## src/rtl/usb_buffer_pkg.sv

```systemverilog
// Shared constants and enums for the endpoint data buffer arbiter slice.
package usb_buffer_pkg;

  localparam int BUF_DEPTH = 64;
  localparam int BUF_AW    = $clog2(BUF_DEPTH);

  typedef enum logic {
    REQ_AHB,
    REQ_USB
  } requester_t;

  typedef enum logic [1:0] {
    ACC_NONE,
    ACC_STORE,
    ACC_GET
  } access_t;

endpackage

```

## src/rtl/buffer_pointer_tracker.sv

```systemverilog
// Circular write/read pointers and occupancy count for the endpoint buffer.
// Occupancy is one bit wider than the pointers so full and empty are distinct.
module buffer_pointer_tracker
  import usb_buffer_pkg::*;
#(
  parameter int DEPTH = BUF_DEPTH,
  parameter int AW    = BUF_AW
) (
  input  logic          clk,
  input  logic          n_rst,
  input  logic          store,
  input  logic          get,
  input  logic          clear,
  output logic [AW-1:0] wr_ptr,
  output logic [AW-1:0] rd_ptr,
  output logic [AW:0]   occupancy,
  output logic          full,
  output logic          empty
);

  always_ff @(posedge clk or negedge n_rst) begin
    if (!n_rst) begin
      wr_ptr    <= '0;
      rd_ptr    <= '0;
      occupancy <= '0;
    end else if (clear) begin
      wr_ptr    <= '0;
      rd_ptr    <= '0;
      occupancy <= '0;
    end else begin
      if (store) wr_ptr <= wr_ptr + 1'b1;
      if (get)   rd_ptr <= rd_ptr + 1'b1;
      case ({store, get})
        2'b10:   occupancy <= occupancy + 1'b1;
        2'b01:   occupancy <= occupancy - 1'b1;
        default: occupancy <= occupancy;
      endcase
    end
  end

  assign full  = (occupancy == (AW + 1)'(DEPTH));
  assign empty = (occupancy == '0);

endmodule

```

## src/rtl/buffer_access_arbiter.sv

```systemverilog
// Grants one access per cycle to the shared single-port endpoint buffer.
// Optional macro USB_PRIORITY_EN: USB always wins a conflict instead of round-robin.
module buffer_access_arbiter
  import usb_buffer_pkg::*;
#(
  parameter int DEPTH = BUF_DEPTH,
  parameter int AW    = BUF_AW
) (
  input  logic          clk,
  input  logic          n_rst,
  input  logic          d_mode,
  input  logic          clear,
  input  logic          ahb_store_req,
  input  logic          ahb_get_req,
  input  logic [7:0]    ahb_wdata,
  input  logic          usb_store_req,
  input  logic          usb_get_req,
  input  logic [7:0]    usb_wdata,
  output logic          ahb_grant,
  output logic          usb_grant,
  output logic          ahb_rdata_valid,
  output logic          usb_rdata_valid,
  output logic [7:0]    rdata,
  output logic          mem_we,
  output logic [AW-1:0] mem_addr,
  output logic [7:0]    mem_wdata,
  input  logic [7:0]    mem_rdata,
  output logic [AW:0]   buffer_occupancy,
  output logic          overflow_err,
  output logic          underflow_err
);

  // Handshake: a requester holds its req level until it sees grant in the
  // same cycle; grant is the only acknowledgement. Read data follows a get
  // grant by one cycle, flagged by a one-cycle rdata_valid pulse.

  logic [AW-1:0] wr_ptr, rd_ptr;
  logic          full, empty;
  access_t       ahb_acc, usb_acc, win_acc;
  logic          ahb_elig, usb_elig, usb_wins, active;
  logic          do_store, do_get;
  logic          store_pending, get_pending;
  logic          ahb_pend, usb_pend;

  // Direction of each side is fixed by d_mode; the other request is ignored.
  always_comb begin
    ahb_acc = ACC_NONE;
    usb_acc = ACC_NONE;
    if (!d_mode && ahb_store_req)     ahb_acc = ACC_STORE;
    else if (d_mode && ahb_get_req)   ahb_acc = ACC_GET;
    if (d_mode && usb_store_req)      usb_acc = ACC_STORE;
    else if (!d_mode && usb_get_req)  usb_acc = ACC_GET;
  end

  assign ahb_elig = ((ahb_acc == ACC_STORE) && !full) || ((ahb_acc == ACC_GET) && !empty);
  assign usb_elig = ((usb_acc == ACC_STORE) && !full) || ((usb_acc == ACC_GET) && !empty);

`ifdef USB_PRIORITY_EN
  assign usb_wins = usb_elig;
`else
  requester_t last_winner;

  assign usb_wins = usb_elig && (!ahb_elig || (last_winner == REQ_AHB));

  always_ff @(posedge clk or negedge n_rst) begin
    if (!n_rst)                       last_winner <= REQ_AHB;
    else if (clear)                   last_winner <= REQ_AHB;
    else if (usb_grant)               last_winner <= REQ_USB;
    else if (ahb_grant)               last_winner <= REQ_AHB;
  end
`endif

  // Reset and clear both force every combinational output quiet at once.
  assign active    = n_rst && !clear;
  assign usb_grant = active && usb_wins;
  assign ahb_grant = active && ahb_elig && !usb_wins;

  always_comb begin
    win_acc = ACC_NONE;
    if (usb_grant)      win_acc = usb_acc;
    else if (ahb_grant) win_acc = ahb_acc;
  end

  assign do_store  = (win_acc == ACC_STORE);
  assign do_get    = (win_acc == ACC_GET);
  assign mem_we    = do_store;
  assign mem_addr  = do_get ? rd_ptr : wr_ptr;
  assign mem_wdata = do_store ? (usb_grant ? usb_wdata : ahb_wdata) : 8'h00;

  assign store_pending = (ahb_acc == ACC_STORE) || (usb_acc == ACC_STORE);
  assign get_pending   = (ahb_acc == ACC_GET) || (usb_acc == ACC_GET);
  assign overflow_err  = active && store_pending && full;
  assign underflow_err = active && get_pending && empty;

  always_ff @(posedge clk or negedge n_rst) begin
    if (!n_rst) begin
      ahb_pend <= 1'b0;
      usb_pend <= 1'b0;
    end else begin
      ahb_pend <= ahb_grant && do_get;
      usb_pend <= usb_grant && do_get;
    end
  end

  // A clear in the data-return cycle discards the byte already in flight.
  assign ahb_rdata_valid = ahb_pend && !clear;
  assign usb_rdata_valid = usb_pend && !clear;
  assign rdata           = mem_rdata;

  buffer_pointer_tracker #(
    .DEPTH(DEPTH),
    .AW   (AW)
  ) u_tracker (
    .clk      (clk),
    .n_rst    (n_rst),
    .store    (do_store),
    .get      (do_get),
    .clear    (clear),
    .wr_ptr   (wr_ptr),
    .rd_ptr   (rd_ptr),
    .occupancy(buffer_occupancy),
    .full     (full),
    .empty    (empty)
  );

endmodule

```

## config.mk

```make
export PLATFORM = sky130hd
export DESIGN_NAME = buffer_access_arbiter
export DESIGN_NICKNAME = d
export VERILOG_FILES = /design/src/rtl/usb_buffer_pkg.sv /design/src/rtl/buffer_pointer_tracker.sv /design/src/rtl/buffer_access_arbiter.sv
export SDC_FILE = /design/constraint.sdc
export NUM_CORES = 1
export LEC_CHECK = 0
export ABC_AREA = 1
export BUFFER_PORTS_ARGS = -buffer_cell sky130_fd_sc_hd__buf_2
export CAP_MARGIN = 5
export CORE_MARGIN = 2
export CORE_UTILIZATION = 35
export CTS_CLUSTER_SIZE = 25
export DETAILED_ROUTE_END_ITERATION = 10
export GPL_ROUTABILITY_DRIVEN = 0
export GPL_TIMING_DRIVEN = 1
export PLACE_DENSITY = 0.64
export SYNTH_ARGS = -nofsm -noshare
export SYNTH_HDL_FRONTEND = slang
export SYNTH_SLANG_ARGS = --single-unit
export TNS_END_PERCENT = 1
```

## constraint.sdc

```tcl
create_clock -name clk -period 6.8 [get_ports clk]
set_input_delay 0.34 -clock clk [delete_from_list [all_inputs] [get_ports clk]]
set_output_delay 0.34 -clock clk [all_outputs]
set_load 0.05 [all_outputs]
```

Word level (Yosys, flattened, before mapping)

Cells that the tools add are included.

Word-level logic and storage cells: 75
Output and inout port bits: 36
Register bits after elaboration: 22
Input bits: 32

Muxes and demuxes: 18
Reduce and logical (&&, ||, !) cells: 37
Add/subtract/negate cells: 4
Bitwise operators: 1
Equal/unequal tests: 9

Operator list:

| kind                                                 | count |
|---|---|
| 2-to-1 mux 6 bit                                     | 5 |
| logical AND 1 bit                                    | 21 |
| 2-to-1 mux 8 bit                                     | 2 |
| one-hot mux 7 bit (2 select lines)                   | 1 |
| adder 6 x 1 -> 6 bit (second input constant)         | 2 |
| 2-to-1 mux 2 bit                                     | 6 |
| equality test 2 x 1 -> 1 bit (second input constant) | 4 |
| equality test 2 bit (second input constant)          | 4 |
| adder 7 x 1 -> 7 bit (second input constant)         | 1 |
| equality test 7 bit (second input constant)          | 1 |
| logical NOT 7 bit                                    | 1 |
| 2-to-1 mux 7 bit                                     | 1 |
| subtractor 7 x 1 -> 7 bit (second input constant)    | 1 |
| logical NOT 1 bit                                    | 6 |
| nonzero test 3 bit                                   | 2 |
| logical OR 1 bit                                     | 5 |
| nonzero test 2 bit                                   | 2 |
| 2-to-1 mux 1 bit                                     | 3 |
| NOT 1 bit                                            | 1 |

Depth between registers and ports, before layout

Depth in word-level cells: 17
Depth in mapped cells: 21
Depth with buffers taken out: 20

Cells and area by module

A second synthesis with hierarchy kept.

Cell total of the unflattened synthesis: 285
Area total of the unflattened synthesis: 1990.7 µm²

Modules (own cells, without submodules):

| module                 | seq. area each (µm²) | area each (µm²) | times used | cells each |
|---|---|---|---|---|
| buffer_pointer_tracker | 475.5                | 1283.7          | 1          | 168 |
| buffer_access_arbiter  | 75.1                 | 706.9           | 1          | 117 |

Worst setup path before layout

OpenSTA, ideal clock, no wires.

Kind: register to output
From: reg u_tracker.occupancy[0]
To: out underflow_err
Stages on the path, launching flop included: 4
Buffers on the path: 0
Arrival: 3.386 ns
Data required time: 6.460 ns
Setup slack: 3.074 ns
Cells stage by stage: dfrtp_1 -> nor2_1 -> nand2_2 -> a2111oi_0

Cells in the longest elaborated chain, start to end: 2

RTL lines:

| element                | line                         | text |
|---|---|---|
| start, declared        | buffer_pointer_tracker.sv:16 | `output logic [AW:0] occupancy,` |
| start signal, assigned | buffer_pointer_tracker.sv:34 | `2'b10: occupancy <= occupancy + 1'b1;` |
| start signal, assigned | buffer_pointer_tracker.sv:35 | `2'b01: occupancy <= occupancy - 1'b1;` |
| start signal, assigned | buffer_pointer_tracker.sv:36 | `default: occupancy <= occupancy;` |
| logical NOT 7 bit      | buffer_pointer_tracker.sv:42 | `assign empty = (occupancy == '0);` |
| logical AND 1 bit      | buffer_access_arbiter.sv:93  | `assign underflow_err = active && get_pending && empty;` |
| end, declared          | buffer_access_arbiter.sv:30  | `output logic underflow_err` |

No other way between the ends.

Worst setup path after layout

From: in clear
To: reg u_tracker.occupancy[5]

Cells in the longest elaborated chain, start to end: 10
Elaborated cells between the ends (all ways): 14
Those cells by class: 4 x eq/ne; 4 x mux; 6 x reduce/logical

RTL lines:

| element                                                                    | line                                                     | text |
|---|---|---|
| start, declared                                                            | buffer_access_arbiter.sv:12                              | `input logic clear,` |
| logical NOT 1 bit                                                          | buffer_access_arbiter.sv:74                              | `assign active = n_rst && !clear;` |
| logical AND 1 bit                                                          | buffer_access_arbiter.sv:74                              |  |
| logical AND 1 bit (2 in series)                                            | buffer_access_arbiter.sv:76                              | `assign ahb_grant = active && ahb_elig && !usb_wins;` |
| 2-to-1 mux 2 bit                                                           | buffer_access_arbiter.sv:81                              | `else if (ahb_grant) win_acc = ahb_acc;` |
| 2-to-1 mux 2 bit                                                           | buffer_access_arbiter.sv:80                              | `if (usb_grant) win_acc = usb_acc;` |
| equality test 2 bit / equality test 2 x 1 -> 1 bit (equally long branches) | buffer_access_arbiter.sv:85, buffer_access_arbiter.sv:84 |  |
| equality test 2 x 1 -> 1 bit / equality test 2 bit (equally long branches) | buffer_pointer_tracker.sv:33                             | `case ({store, get})` |
| one-hot mux 7 bit (2 select lines)                                         | buffer_pointer_tracker.sv:33                             |  |
| 2-to-1 mux 7 bit                                                           | buffer_pointer_tracker.sv:26                             | `end else if (clear) begin` |

Parallel ways exist; a longest one is shown, timed or not.
A chain may end at the register's enable or synchronous reset.

==> impl_summary.txt <==
----------------------------------------------------
[Run status]
  Result of the run ... finished clean

[Layout]
  Count of placed standard cells in the final layout, fillers left out ... ~360
  Nets ... 334
  Area growth, synth to finish ... 17.21%
  Share of final-layout standard cells stronger than drive strength 1 ... between 30 and 40%
  Diode insertion count for antenna repair ... 0
  Finished layout cell area ... between 2000 and 2500 sq um

[Placed design]
  Post-detailed-placement half-perimeter wirelength ... between 3 and 4 mm
  Area post-placement ... 2059 sq um
  Placed cells ... 359
  Count of input and output buffers ... 51

[GRT]
  Maximum number of pins on one net before global-route repair ... 25
  Global-route congestion overflow total ... 0
  Initial antenna violation count ... 0
  Via count of the first global-routing pass ... about 1600
  All-Layer GR Usage ... between 10% and 20%
  Global-route wire length before repair ... slightly above 7 mm

[Drt]
  Detailed router's first-iteration violation count ... 73
  DR pass1 iterations ... 4
  Routed vias ... around 1700
  Residual antenna-violating net count after detailed routing ... 0
  Average wire per cell in the routed design ... about 11 um
  DRT Wirelength ... 4.071 mm
  Residual DRC count ... 0
  Via density per instance ... about 4.6

[Synth]
  Number of nets in the synthesized netlist ... 291
  Unique masters post-synth ... 34
  Post-synthesis sequential area ratio ... between 30 and 40%
  Ys Warns ... 0
  Avg Cell Area, Syn ... 7.243 sq um
  Share of Yosys cell area claimed by the top area cell type ... 30.28%
  Main area contributors after synthesis ... sky130_fd_sc_hd__dfrtp_1 (30%), sky130_fd_sc_hd__nand2_1 (17%), sky130_fd_sc_hd__ha_1 (4.8%)
  Post-Synthesis Cell Area ... ~1800 sq um
  Area leader, netlist ... sky130_fd_sc_hd__dfrtp_1
  Number of register bits inferred by synthesis ... 22
  Synth Instances ... between 200 and 300

[Floorplanning]
  Number of cell rows ... 26
  Area of the core region ... between 5000 and 6000 sq um
  Overall die width ... roughly 76 um
  Initial core utilization ... between 30 and 40%
  Ports placed on the boundary ... 68
  Die outline height ... roughly 76 um
  Total Die Area ... 5787 sq um

[STA]
  Count of pins over their slew limit ... 0
  Least-Margin Pin Slew ... 646.8 ps
  Maximum operating frequency ... about 0.35 GHz
  Max transition margin ... a little under three fifths
  Number of failing setup endpoints in the final timing report ... 0
  Maximum clock skew at final layout ... 3.069 ps
  Final period utilization ... 42.06%
  Time the worst path needs with I/O delays and setup ... roughly 2900 ps
  Total Negative Setup Slacks ... 0 ps
  Unrepaired setup endpoints after global routing ... false
  Final number of hold-violating endpoints ... 0

[Clock tree]
  Clock transition at the registers of the reported paths ... roughly 90 ps
  Post-CTS Hold Buffers ... 0
  Total clock buffers created by CTS ... 3
  Clk buf depth ... 2
  CTS tree ... done
  Number of sinks handled by clock tree synthesis ... 22
  Count of H-tree levels built during CTS ... 1
  Cell chosen for the clock root ... sky130_fd_sc_hd__clkbuf_8
  Setup bufs post-CTS ... 0
  Post-cts gate resize count ... 0
  Clock latency of the later-clocked register in the worst-skew pair ... approximately 270 ps

[Setup path]
  Data required time of the worst path ... 6960 ps
  Crit Reg-Reg Startpoint ... u_tracker.occupancy[0]$_DFFE_PN0P_
  Startpoint of the worst setup timing path ... clear
  Kind of start point of the critical path ... input pin
  CP max FO ... 24
  Crit path capture type ... flip-flop
  CP Data Arrival Time ... between 3000 and 4000 ps
  Kind of critical path ... in2reg

[Run]
  Max_cap viols ... 0

[Worst hold path]
  Type of the tightest min-delay check ... in2async

[Power and ir drop]
  VDD IR-drop max ... 0.1606 mV
  PwrDens ... ~170 nW/um^2
  Lkg Pwr ... between 1 and 1.5 nW

----------------------------------------------------
## state kept, by name, indices dropped and copies added, names as in the netlist
name                 flops
u_tracker.occupancy      7
u_tracker.rd_ptr         6
u_tracker.wr_ptr         6
ahb_pend                 1
last_winner              1
usb_pend                 1
## report_power, final
part | internal [mW] | switching, mW
combinational | 0.0269 | 0.0691
sequential | 0.135 | 0.00592
clock | 0.0788 | 0.0486
total | 0.241 | 0.124
## cells in the mapped netlist
master and n:
sky130_fd_sc_hd__inv_2 9, sky130_fd_sc_hd__nand3_4 1, sky130_fd_sc_hd__mux2i_1 1, sky130_fd_sc_hd__inv_1 22, sky130_fd_sc_hd__buf_8 1, sky130_fd_sc_hd__buf_6 1
sky130_fd_sc_hd__clkinv_4 1, sky130_fd_sc_hd__nand3_2 2, sky130_fd_sc_hd__fa_1 1, sky130_fd_sc_hd__nand2_1 80, sky130_fd_sc_hd__ha_1 7, sky130_fd_sc_hd__dfrtp_1 22
sky130_fd_sc_hd__nand2_2 13, sky130_fd_sc_hd__o21ai_0 1, sky130_fd_sc_hd__o21bai_1 2, sky130_fd_sc_hd__buf_2 3, sky130_fd_sc_hd__o22ai_1 3, sky130_fd_sc_hd__nand4_1 11
sky130_fd_sc_hd__o21ai_2 2, sky130_fd_sc_hd__nand2_4 5, sky130_fd_sc_hd__nor3_1 2, sky130_fd_sc_hd__nor2_1 12, sky130_fd_sc_hd__buf_4 8, sky130_fd_sc_hd__a21oi_2 1
sky130_fd_sc_hd__nand3_1 10, sky130_fd_sc_hd__xor2_1 4, sky130_fd_sc_hd__nor4_1 1, sky130_fd_sc_hd__o21ai_1 3, sky130_fd_sc_hd__a31oi_1 1, sky130_fd_sc_hd__nand3b_1 5
sky130_fd_sc_hd__a21oi_1 7, sky130_fd_sc_hd__a2111oi_0 1, sky130_fd_sc_hd__xnor2_1 6, sky130_fd_sc_hd__nor2_2 2
## critical path: stages
cell and delay (ps):
sky130_fd_sc_hd__buf_2 130, sky130_fd_sc_hd__inv_1 480, sky130_fd_sc_hd__nand2_1 240, sky130_fd_sc_hd__inv_1 180, sky130_fd_sc_hd__nand4_1 190, sky130_fd_sc_hd__nand2_2 390, sky130_fd_sc_hd__ha_1 370, sky130_fd_sc_hd__a21oi_1 140
sky130_fd_sc_hd__nand2_1 100, sky130_fd_sc_hd__a21oi_1 150, sky130_fd_sc_hd__o21bai_1 90, sky130_fd_sc_hd__xnor2_1 140, sky130_fd_sc_hd__o21ai_1 80
## metal layers
layer	GRT usage, %	wire length (um)
met1	19.41	1933
met2	24.20	1825
met5	0	0
met3	2.488	213
met4	6.545	99
## worst paths after layout
path                                                 endpoint  slack, ps  depth (start not counted)
setup reg to reg           u_tracker.occupancy[5]$_DFFE_PN0P_       3980                         14
setup / recovery           u_tracker.occupancy[5]$_DFFE_PN0P_       3940                         13
min in group clk           u_tracker.occupancy[6]$_DFFE_PN0P_        400                          4
hold / removal             u_tracker.occupancy[3]$_DFFE_PN0P_         30                          1
hold reg to reg                       last_winner$_DFFE_PN0P_        540                          2
max in group asynchronous     u_tracker.wr_ptr[3]$_DFFE_PN0P_       6410                          1
## cells by family (layout without fill, tap and decap cells)
group,count (synthesis),after routing,share of synthesized area [%]
AOI/OAI and AO/OA,21,21,7.157
buffers and inverters,45,87,12.46
DFF,22,22,30.28
xor gates and xnor gates,10,10,4.817
adders and majority gates,8,8,5.919
and+or+nand+nor,144,144,38.82
muxes,1,1,0.5506
## final cells by class
class | instances | area [sq um]
Clock buffer | 3 | 41.29
Clock inverter | 1 | 30.03
Fill cell | 540 | 2944
Inverter | 32 | 125.1
Multi-Input combinational cell | 184 | 1041
Sequential cell | 22 | 550.5
Tap cell | 70 | 87.58
Timing Repair Buffer | 51 | 255.2
## layout by cell type, fill, tap and decap left out
master	n
sky130_fd_sc_hd__inv_2	9
sky130_fd_sc_hd__a21oi_2	1
sky130_fd_sc_hd__mux2i_1	1
sky130_fd_sc_hd__a21oi_1	7
sky130_fd_sc_hd__nand2_2	13
sky130_fd_sc_hd__nand2_1	80
sky130_fd_sc_hd__nor3_1	2
sky130_fd_sc_hd__clkinv_4	1
sky130_fd_sc_hd__nor2_1	12
sky130_fd_sc_hd__clkbuf_8	3
sky130_fd_sc_hd__bufinv_16	1
sky130_fd_sc_hd__dfrtp_1	22
sky130_fd_sc_hd__o21ai_0	1
sky130_fd_sc_hd__buf_2	51
sky130_fd_sc_hd__nand3_4	1
sky130_fd_sc_hd__o21ai_2	2
sky130_fd_sc_hd__o22ai_1	3
sky130_fd_sc_hd__nand2_4	5
sky130_fd_sc_hd__xor2_1	4
sky130_fd_sc_hd__inv_1	22
sky130_fd_sc_hd__nor2_2	2
sky130_fd_sc_hd__a2111oi_0	1
sky130_fd_sc_hd__nand3b_1	5
sky130_fd_sc_hd__a31oi_1	1
sky130_fd_sc_hd__o21bai_1	2
sky130_fd_sc_hd__o21ai_1	3
sky130_fd_sc_hd__nor4_1	1
sky130_fd_sc_hd__nand3_1	10
sky130_fd_sc_hd__fa_1	1
sky130_fd_sc_hd__ha_1	7
sky130_fd_sc_hd__nand4_1	11
sky130_fd_sc_hd__xnor2_1	6
sky130_fd_sc_hd__nand3_2	2
## through the flow
| stage | worst slack (ps) | power (mW) | hold WS, ps | util [%] |
|---|---|---|---|---|
| 6_report | 3940 | 0.3648 | 32.88 | 41.99 |
| 5_1_grt | 3603 | 0.3848 | 73.46 | 41.99 |
| 4_1_cts | 3964 | 0.3672 | 55.07 | 41.99 |
| 3_5_place_dp | 3674 | 0.2402 | 350.8 | 40.58 |
| 3_3_place_gp | 3794 | 0.2396 | 350.7 | 40.58 |
| 2_1_floorplan | 3074 | 0.2289 | 44.41 | - |
No activity file was read; power rests on OpenSTA's default activity.
